<file path="src/rtl/pipeline_ctrl_pkg.sv">
// rtl/pipeline_ctrl_pkg.sv - shared types and defaults for the pipeline controller
// Holds the 3-bit state encoding, the default DRAIN_CYCLES/CNT_BITS values
// and a helper that says which states advance the pipeline.
package pipeline_ctrl_pkg;

  typedef enum logic [2:0] {
    ST_IDLE      = 3'd0,
    ST_RUN       = 3'd1,
    ST_STEP_WAIT = 3'd2,
    ST_STEP_EXEC = 3'd3,
    ST_DRAIN     = 3'd4,
    ST_HALTED    = 3'd5
  } pipe_state_t;

  localparam int unsigned DEF_DRAIN_CYCLES = 4;
  localparam int unsigned DEF_CNT_BITS     = 32;

  // States in which the pipeline registers advance.
  function automatic logic state_advances(input pipe_state_t s);
    return (s == ST_RUN) || (s == ST_STEP_EXEC) || (s == ST_DRAIN);
  endfunction

endpackage

</file>
<file path="src/rtl/rise_edge_detect.sv">
// rtl/rise_edge_detect.sv - registered rising-edge detector
// Ports: clk, rst_n (async, active low), sig (level input),
//        pulse (high for the cycle in which sig is 1 and its last sample was 0).
module rise_edge_detect (
  input  logic clk,
  input  logic rst_n,
  input  logic sig,
  output logic pulse
);

  logic sig_q;

  always_ff @(posedge clk or negedge rst_n) begin
    if (!rst_n) begin
      sig_q <= 1'b0;
    end else begin
      sig_q <= sig;
    end
  end

  assign pulse = sig & ~sig_q;

endmodule

</file>
<file path="src/rtl/pipeline_controller.sv">
// rtl/pipeline_controller.sv - run/step/drain/halt sequencer for the 5-stage pipeline
// Ports: clk, rst_n (async, active low); start, mode_step, step_req (host);
//        halt_detected, stall_ID_req, write_pc_req, branch_taken (ID/hazard);
//        pipe_en, write_pc, IF_ID_write, IF_ID_flush, ID_EX_bubble (register enables);
//        running, halted, step_done (status); cycle_count, bubble_count (counters).
// Optional macro PIPE_CTRL_BUBBLE_CNT_EN builds the bubble counter; otherwise
// bubble_count is tied to zero.
module pipeline_controller
  import pipeline_ctrl_pkg::*;
#(
  parameter int unsigned DRAIN_CYCLES = DEF_DRAIN_CYCLES,
  parameter int unsigned CNT_BITS     = DEF_CNT_BITS
) (
  input  logic                clk,
  input  logic                rst_n,
  input  logic                start,
  input  logic                mode_step,
  input  logic                step_req,
  input  logic                halt_detected,
  input  logic                stall_ID_req,
  input  logic                write_pc_req,
  input  logic                branch_taken,
  output logic                pipe_en,
  output logic                write_pc,
  output logic                IF_ID_write,
  output logic                IF_ID_flush,
  output logic                ID_EX_bubble,
  output logic                running,
  output logic                halted,
  output logic                step_done,
  output logic [CNT_BITS-1:0] cycle_count,
  output logic [CNT_BITS-1:0] bubble_count
);

  localparam int unsigned DW = (DRAIN_CYCLES > 1) ? $clog2(DRAIN_CYCLES) : 1;

  pipe_state_t   state_q, state_d;
  logic [DW-1:0] drain_q, drain_d;
  logic          step_pulse;
  logic          halt_accept;

  rise_edge_detect u_step_edge (
    .clk   (clk),
    .rst_n (rst_n),
    .sig   (step_req),
    .pulse (step_pulse)
  );

  // A stalled HALT stays in ID and is only taken on an unstalled cycle.
  assign halt_accept = halt_detected & ~stall_ID_req;

  always_ff @(posedge clk or negedge rst_n) begin
    if (!rst_n) begin
      state_q <= ST_IDLE;
      drain_q <= '0;
    end else begin
      state_q <= state_d;
      drain_q <= drain_d;
    end
  end

  always_comb begin
    state_d = state_q;
    drain_d = drain_q;
    unique case (state_q)
      ST_IDLE: begin
        if (start) state_d = mode_step ? ST_STEP_WAIT : ST_RUN;
      end
      ST_RUN: begin
        if (halt_accept) begin
          state_d = ST_DRAIN;
          drain_d = DW'(DRAIN_CYCLES - 1);
        end
      end
      ST_STEP_WAIT: begin
        if (step_pulse) state_d = ST_STEP_EXEC;
      end
      ST_STEP_EXEC: begin
        if (halt_accept) begin
          state_d = ST_DRAIN;
          drain_d = DW'(DRAIN_CYCLES - 1);
        end else begin
          state_d = ST_STEP_WAIT;
        end
      end
      ST_DRAIN: begin
        if (drain_q == '0) state_d = ST_HALTED;
        else               drain_d = drain_q - DW'(1);
      end
      ST_HALTED: state_d = ST_HALTED;
      default:   state_d = ST_IDLE;
    endcase
  end

  // Enables are combinational on the hazard inputs and forced low when the
  // pipeline is not advancing.
  always_comb begin
    pipe_en      = state_advances(state_q);
    write_pc     = 1'b0;
    IF_ID_write  = 1'b0;
    IF_ID_flush  = 1'b0;
    ID_EX_bubble = 1'b0;
    if (pipe_en) begin
      write_pc     = write_pc_req & (state_q != ST_DRAIN);
      IF_ID_write  = ~stall_ID_req;
      ID_EX_bubble = stall_ID_req;
      IF_ID_flush  = (branch_taken & ~stall_ID_req) | (state_q == ST_DRAIN);
    end
  end

  assign running   = pipe_en || (state_q == ST_STEP_WAIT);
  assign halted    = (state_q == ST_HALTED);
  assign step_done = (state_q == ST_STEP_EXEC);

  always_ff @(posedge clk or negedge rst_n) begin
    if (!rst_n) begin
      cycle_count <= '0;
    end else if (pipe_en && (cycle_count != '1)) begin
      cycle_count <= cycle_count + CNT_BITS'(1);
    end
  end

`ifdef PIPE_CTRL_BUBBLE_CNT_EN
  always_ff @(posedge clk or negedge rst_n) begin
    if (!rst_n) begin
      bubble_count <= '0;
    end else if (ID_EX_bubble && (bubble_count != '1)) begin
      bubble_count <= bubble_count + CNT_BITS'(1);
    end
  end
`else
  assign bubble_count = '0;
`endif

endmodule
</file>
<file path="config.mk">
export PLATFORM = sky130hd
export DESIGN_NAME = pipeline_controller
export DESIGN_NICKNAME = d
export VERILOG_FILES = /design/src/rtl/pipeline_ctrl_pkg.sv /design/src/rtl/rise_edge_detect.sv /design/src/rtl/pipeline_controller.sv
export SDC_FILE = /design/constraint.sdc
export NUM_CORES = 1
export LEC_CHECK = 0
export CAP_MARGIN = 20
export CORE_MARGIN = 3
export CORE_UTILIZATION = 44
export CTS_CLUSTER_DIAMETER = 50
export DETAILED_ROUTE_END_ITERATION = 7
export MAX_ROUTING_LAYER = met4
export PLACE_DENSITY = 0.84
export SLEW_MARGIN = 20
export SYNTH_ARGS = -nofsm -noshare
export SYNTH_HDL_FRONTEND = slang
export SYNTH_SLANG_ARGS = --single-unit
export TNS_END_PERCENT = 100
</file>
<file path="constraint.sdc">
create_clock -name clk -period 2.4 [get_ports clk]
set_input_delay 0.36 -clock clk [delete_from_list [all_inputs] [get_ports clk]]
set_output_delay 0.36 -clock clk [all_outputs]
set_load 0.005 [all_outputs]
</file>
==> results of run 1 <==
-- cells by family (layout without fill, tap and decap cells) --
group,after synthesis,in the layout,synth area share
muxes,2,2,0.0104
buffers and inverters,42,64,0.133
and+or+nand+nor,78,78,0.219
other,1,32,0.00174
adders and majority gates,2,2,0.0116
AOI/OAI and AO/OA,15,15,0.0585
xor gates and xnor gates,31,31,0.126
DFF,38,38,0.440
-- repair_timing --
item                                    in CTS  in global routing
resized for setup                            0                  4
endpoints found under the setup margin       0                  2
hold buffers                                 0                  0
-- critical path, stage by stage (launching register included) --
cell and delay [ps]:
sky130_fd_sc_hd__dfrtp_2 450, sky130_fd_sc_hd__nand2b_2 240, sky130_fd_sc_hd__o21a_4 250, sky130_fd_sc_hd__inv_1 100, sky130_fd_sc_hd__and2_1 120, sky130_fd_sc_hd__clkdlybuf4s50_1 490
-- how the worst min path moves through the flow --
stage               start         endpoint  slack [ps]
2_1_floorplan       rst_n   cycle_count[0]          60
3_3_place_gp   drain_q[0]       drain_q[0]         460
3_5_place_dp   drain_q[0]       drain_q[0]         470
4_1_cts             rst_n  cycle_count[29]         190
5_1_grt             rst_n  cycle_count[26]         230
6_report            rst_n  cycle_count[21]         160
-- layer usage --
metal,wire [um],share of wire,track usage
met5,0,0,-
met4,34,0.0083,0.0471
met3,229,0.056,0.0449
met2,2040,0.50,0.242
met1,1790,0.44,0.182
-- final cells by class --
type | count | area, um^2
multi-input cells | 160 | 1050
clock buffers | 6 | 82.6
repair buffers | 49 | 483
fillers | 376 | 1850
clock inverters | 2 | 12.5
inverters | 7 | 26.3
well taps | 65 | 81.3
flip-flops and latches | 38 | 953
-- through the flow --
stage,hold WS (ps),setup slack [ps],std cells
floorplan,64.4,576,240
finish,157,116,327
global placement,458,323,319
CTS,194,29.0,327
global route,226,9.53,327
detailed placement,472,262,319
-- state kept, by name, indices dropped and copies added (netlist names) --
signal and cells:
u_step_edge.sig_q 1, drain_q 2, state_q 3, cycle_count 32
-- power by group through the flow --
| stage | clock (mW) | sequential, mW | combinational, mW |
|---|---|---|---|
| floorplan | 0 | 0.655 | 0.0519 |
| CTS | 0.461 | 0.643 | 0.0425 |
| global route | 0.496 | 0.643 | 0.0496 |
| detailed placement | 0 | 0.655 | 0.0424 |
| finish | 0.456 | 0.643 | 0.0424 |
| global placement | 0 | 0.655 | 0.0426 |
-- synth_stat cells, types with 2 or more instances --
cell / n
sky130_fd_sc_hd__dfrtp_1: 38
sky130_fd_sc_hd__buf_4: 32
sky130_fd_sc_hd__xnor2_1: 25
sky130_fd_sc_hd__nand4_1: 14
sky130_fd_sc_hd__nand2_1: 11
sky130_fd_sc_hd__nand3_1: 11
sky130_fd_sc_hd__nor2_1: 10
sky130_fd_sc_hd__and3_1: 7
sky130_fd_sc_hd__inv_1: 7
sky130_fd_sc_hd__nor3_1: 7
sky130_fd_sc_hd__xor2_1: 6
sky130_fd_sc_hd__and2_1: 5
sky130_fd_sc_hd__a21oi_1: 3
sky130_fd_sc_hd__ha_1: 2
sky130_fd_sc_hd__mux2_2: 2
sky130_fd_sc_hd__nand2b_1: 2
sky130_fd_sc_hd__nand4_2: 2
sky130_fd_sc_hd__nor4_4: 2
sky130_fd_sc_hd__o21ai_0: 2
sky130_fd_sc_hd__o32ai_1: 2
-- cells in the final DEF, fill, tap and decap left out, drive strengths merged, types with 6 or more instances in the layout --
master         synthesis  layout
xnor2                 25      25
nor3                   7       7
and2                   6       6
and3                   8       8
nand4                 16      16
inv                    7       7
nand2                 11      11
nor2                  10      10
nand3                 11      11
conb                   1      32
dfrtp                 38      38
xor2                   6       6
clkdlybuf4s50          0      47
clkbuf                 1       6
==> summary.log, run 1 <==
qor: clock_tree.cts.htree.levels 2
qor: power.power_report.internal_total 886 uW
qor: setup_path.crit_path_max_fanout 8
qor: finish.final_layout_size_suffix_gt1_frac 0.103
qor: global_routing.grt_first_pass_wirelength 6970 um
qor: setup_path.crit_arrival 1920 ps
qor: floorplanning.ios 81
qor: sta.final-hold-violation-count 0
qor: routing.number_of_nets_still_failing_antenna_checks_after_routing 0
qor: global_routing.pin_count_of_the_biggest_net_entering_global_routing 39
qor: place.finalWeightedCongestion 0.811
qor: clock_tree.cts.sink_count 38
qor: power.power.sequential.fraction 0.563
qor: routing.route.detailed.vias_per_inst 4.77
qor: floorplanning.die_area 5790 um^2
qor: place.place_hpwl 3040 um
qor: global_routing.via_count_of_the_first_global_routing_pass 1476
qor: logic_synthesis.synth_top_cell_area_share 0.440
qor: logic_synthesis.ys_seq_area_frac 0.440
qor: routing.dr.pass1.iters 4
qor: floorplanning.fp.coreArea 4530 um^2
qor: sta.max_clock_skew 9.80 ps
qor: routing.wire_per_inst 12.5 um
qor: finish.nNetsFinal 272
qor: clock_tree.worstSkewPairLatency 290 ps
qor: sta.period_share 0.952
qor: power.power_frac_comb 0.037
qor: sta.finalSetupViolations 0
qor: setup_path.ff2ff_setup_slack 300 ps
qor: logic_synthesis.synthesis.instances 209
qor: place.placed_area 2580 um^2
qor: run.timing.max_cap.violations 0
qor: global_routing.globalRouteTotalUtil 0.150
qor: logic_synthesis.syn_area_per_cell 10.3 um^2
qor: logic_synthesis.syn-cell-area 2160 um^2
qor: finish.area.growth.synth_to_final 24.4%
qor: sta.grt_setup_unrepaired no
qor: setup_path.worst_setup_path_start_kind register
qor: logic_synthesis.synth.lib_cells_used.distinct 39
qor: clock_tree.clk_transition_reported_paths 80 ps
qor: power.leakagePower 1.21 nW
qor: finish.fin_util 0.593
qor: sta.timing.slew.headroom 0.450
qor: worst_hold_path.worst_hold_path_type primary input to async pin
qor: logic_synthesis.postSynth.topFlopCell sky130_fd_sc_hd__dfrtp_1
qor: logic_synthesis.ys.warnings.count 0
qor: logic_synthesis.post_synth_main_area_contributors sky130_fd_sc_hd__dfrtp_1 (44%), sky130_fd_sc_hd__buf_4 (11%), sky130_fd_sc_hd__xnor2_1 (10%)
qor: routing.vias 1561
qor: sta.timing.fmax 438 MHz
qor: floorplanning.die_height 76.1 um
qor: routing.routed_wirelength 4090 um
qor: clock_tree.cts_buffer_depth 2
qor: routing.drt_iter0_drc 40
qor: setup_path.worst_setup_path_startpoint state_q[1]
qor: setup_path.worstReg2RegEnd cycle_count[1]
qor: clock_tree.cts.root.buffer_cell sky130_fd_sc_hd__clkbuf_8
qor: logic_synthesis.synth-edff-count 0
qor: logic_synthesis.yosysTopAreaCell sky130_fd_sc_hd__dfrtp_1
qor: setup_path.r2r_start cycle_count[0]
qor: setup_path.worst-r2r-cell-count 5
qor: setup_path.crit_path_end ID_EX_bubble
qor: sta.final_critical_path_required_period 2280 ps
qor: finish.antenna_cells_inserted 0
qor: setup_path.crit_required 2040 ps
qor: floorplanning.die_width 76.1 um
qor: logic_synthesis.postSynth.asyncResetShare 1.00
qor: floorplanning.initial_core_util 0.477
qor: floorplanning.fp-row-count 24
qor: power.sw_frac_of_total 0.224
qor: sta.final-max-slew-violation-count 0
qor: power.design_power_total 1.14 mW
qor: power.power_per_cell_area 424 nW/um^2
qor: global_routing.overflow 0
qor: power.power_dissipated_by_switching_net_loads 255 uW
qor: routing.drt_drc_violations_left 0
qor: logic_synthesis.yosys_register_bits 38
qor: place.portBuffers 48
qor: clock_tree.number_of_clock_buffers_inserted_by_tritoncts 5
qor: clock_tree.postCtsSetupRepairBufs 0
qor: setup_path.endpoint_kind output pin
qor: sta.timing_worst_slew_pin_value 825 ps
qor: power.vdd_ir_max 0.000270 V
qor: global_routing.initial_antenna_violation_count 0
qor: setup_path.worst-setup-path-type register to output pin
qor: clock_tree.cts_tree built
qor: run_status.status finished, final reports clean
qor: finish.stdcell_area 2690 um^2
qor: sta.final.setup.tns 0 ps
qor: power.pwr-share-clk 0.399
(Power assumes the default switching activity.)
==> run 2: changes to the inputs <==
Settings changed: PLACE_DENSITY 0.84 to 0.8.
==> summary.log, run 2 (synthesis results as in run 1) <==
qor: global_routing.globalRouteTotalUtil 0.154 [+0.00387]
qor: routing.wire_per_inst 12.7 um [+1.9%]
qor: setup_path.worst-setup-path-type register to output pin
qor: sta.final-max-slew-violation-count 0 [unchanged]
qor: run.timing.max_cap.violations 0 [unchanged]
qor: floorplanning.die_height 76.1 um [unchanged]
qor: routing.route.detailed.vias_per_inst 4.83 [+1.3%]
qor: place.finalWeightedCongestion 0.817 [+0.79%]
qor: run_status.status finished, final reports clean
qor: clock_tree.worstSkewPairLatency 290 ps [about the same]
qor: clock_tree.cts.sink_count 38 [unchanged]
qor: clock_tree.cts_buffer_depth 2 [unchanged]
qor: floorplanning.fp-row-count 24 [unchanged]
qor: place.place_hpwl 3180 um [+4.8%]
qor: clock_tree.hold_bufs_at_cts 0 [unchanged]
qor: setup_path.worst_setup_path_startpoint state_q[1]
qor: routing.number_of_nets_still_failing_antenna_checks_after_routing 0 [unchanged]
qor: routing.vias 1576 [+0.96%]
qor: global_routing.via_count_of_the_first_global_routing_pass 1562 [+5.8%]
qor: sta.period_share 0.958 [+0.00606]
qor: power.power_per_cell_area 428 nW/um^2 [+0.73%]
qor: setup_path.crit_arrival 1940 ps [+20 ps]
qor: routing.routed_wirelength 4150 um [+1.5%]
qor: finish.largest_register_ffs 32 [unchanged]
qor: sta.final_critical_path_required_period 2300 ps [+14.5 ps]
qor: routing.drt_drc_violations_left 0 [unchanged]
qor: clock_tree.postCtsSetupRepairBufs 0 [unchanged]
qor: setup_path.crit_required 2040 ps [about the same]
qor: global_routing.initial_antenna_violation_count 0 [unchanged]
qor: global_routing.overflow 0 [unchanged]
qor: clock_tree.cts.htree.levels 2 [unchanged]
qor: finish.antenna_cells_inserted 0 [unchanged]
qor: finish.final_layout_size_suffix_gt1_frac 0.0996 [-0.00344]
qor: floorplanning.die_area 5790 um^2 [unchanged]
qor: global_routing.grt_first_pass_wirelength 7220 um [+3.7%]
qor: global_routing.pin_count_of_the_biggest_net_entering_global_routing 39 [unchanged]
qor: floorplanning.die_width 76.1 um [unchanged]
qor: sta.timing.slew.headroom 0.440 [-0.00963]
qor: power.leakagePower 1.20 nW [-0.45%]
qor: clock_tree.number_of_clock_buffers_inserted_by_tritoncts 5 [unchanged]
qor: sta.max_clock_skew 4.97 ps [-4.83 ps]
qor: sta.hold_ws 165 ps [+8.11 ps]
qor: floorplanning.fp.coreArea 4530 um^2 [unchanged]
qor: clock_tree.cts.root.buffer_cell sky130_fd_sc_hd__clkbuf_8
qor: clock_tree.cts_tree built
qor: sta.timing_worst_slew_pin_value 840 ps [+14.4 ps]
qor: sta.postLayoutSetupSlackWorst 102 ps [-14.5 ps]
qor: finish.fin_util 0.591 [-0.00165]
qor: place.portBuffers 48 [unchanged]
qor: setup_path.r2r_start cycle_count[0]
qor: sta.final-hold-violation-count 0 [unchanged]
qor: setup_path.crit_path_max_fanout 8 [unchanged]
qor: place.place_worst_setup_slack 249 ps [-13.4 ps]
qor: clock_tree.post_cts_resized 0 [unchanged]
qor: setup_path.worstPathCellList nand2b_2, o21a_4, inv_1, and2_1, clkdlybuf4s50_1
qor: finish.most_common_library_cell_in_the_layout_ignoring_fill_and_taps sky130_fd_sc_hd__clkdlybuf4s50_1
qor: finish.area.growth.synth_to_final 24.0%
qor: routing.drt_iter0_drc 57 [+43%]
qor: power.vdd_ir_max 0.000246 V [-8.8%]
qor: sta.grt_setup_unrepaired no
qor: routing.dr.pass1.iters 4 [unchanged]
qor: setup_path.worst_setup_path_start_kind register
qor: place.placed_area 2570 um^2 [-0.29%]
qor: finish.stdcell_area 2680 um^2 [-0.28%]
qor: setup_path.cell_with_the_largest_stage_delay_on_the_worst_path sky130_fd_sc_hd__clkdlybuf4s50_1
qor: sta.final.setup.tns 0 ps [unchanged]
qor: clock_tree.clk_transition_reported_paths 80 ps [about the same]
qor: finish.max_flop_register cycle_count
qor: floorplanning.initial_core_util 0.477 [unchanged]
qor: finish.reg.largest.list cycle_count (32), state_q (3), drain_q (2)
qor: worst_hold_path.worst_hold_path_type primary input to async pin
qor: setup_path.endpoint_kind output pin
qor: sta.finalSetupViolations 0 [unchanged]
qor: sta.timing.fmax 435 MHz [-0.63%]
qor: setup_path.delay_of_the_slowest_cell_on_the_worst_path 500 ps [about the same]
qor: finish.nNetsFinal 271 [-0.37%]
qor: finish.layout.cells.most_common_list sky130_fd_sc_hd__clkdlybuf4s50_1 (47), sky130_fd_sc_hd__dfrtp_1 (36), sky130_fd_sc_hd__conb_1 (32)
qor: floorplanning.ios 81 [unchanged]
[run 2: changes by cell type in the layout (fill, tap and decap cells not counted)]
cell,before,now
sky130_fd_sc_hd__buf_4,1,0
[run 2: final cells by class]
| class | instances | area, um^2 |
|---|---|---|
| Clock inverter | 2 | 12.5 |
| Clock buffer | 6 | 82.6 |
| Fill cell | 401 | 1850 |
| Multi-Input combinational cell | 160 | 1050 |
| Sequential cell | 38 | 953 |
| Timing Repair Buffer | 48 | 475 |
| Inverter | 7 | 26.3 |
| Tap cell | 65 | 81.3 |
[run 2: layer usage]
metal,vias to the layer above,wire (um),track usage
met5,-,0,-
met4,0,56,0.0580
met3,5,214,0.0366
met2,46,2120,0.254
met1,761,1760,0.184
li1,764,-,-
[run 2: power by group]
| part | internal, mW | total [mW] | leakage [nW] | switching (mW) |
|---|---|---|---|---|
| Clock | 0.231 | 0.460 | 0.0472 | 0.230 |
| Sequential | 0.641 | 0.643 | 0.515 | 0.00132 |
| Combinational | 0.0135 | 0.0427 | 0.641 | 0.0292 |
| Total | 0.886 | 1.15 | 1.20 | 0.260 |
[run 2: critical path: cells and delay by family, from the launching register on]
kind	cells	cell delay, ps
buffers and inverters	2	590
DFF	1	450
AOI/OAI and AO/OA	1	250
and+or+nand+nor	2	360
[run 2: path summary, 6_finish.rpt]
check                                   to  slack [ps]  cells past startpoint
setup / recovery              ID_EX_bubble         100                      5
hold / removal             cycle_count[25]         170                      1
setup reg to reg            cycle_count[1]         290                      5
hold reg to reg                 drain_q[0]         470                      1
max in group asynchronous       state_q[2]        1670                      1
min in group clk                drain_q[0]         470                      1
[run 2: stage by stage]
step           std cells  power, mW
2_1_floorplan        240      0.707
3_3_place_gp         318      0.698
3_5_place_dp         318      0.698
4_1_cts              326       1.15
5_1_grt              326       1.18
6_report             326       1.15
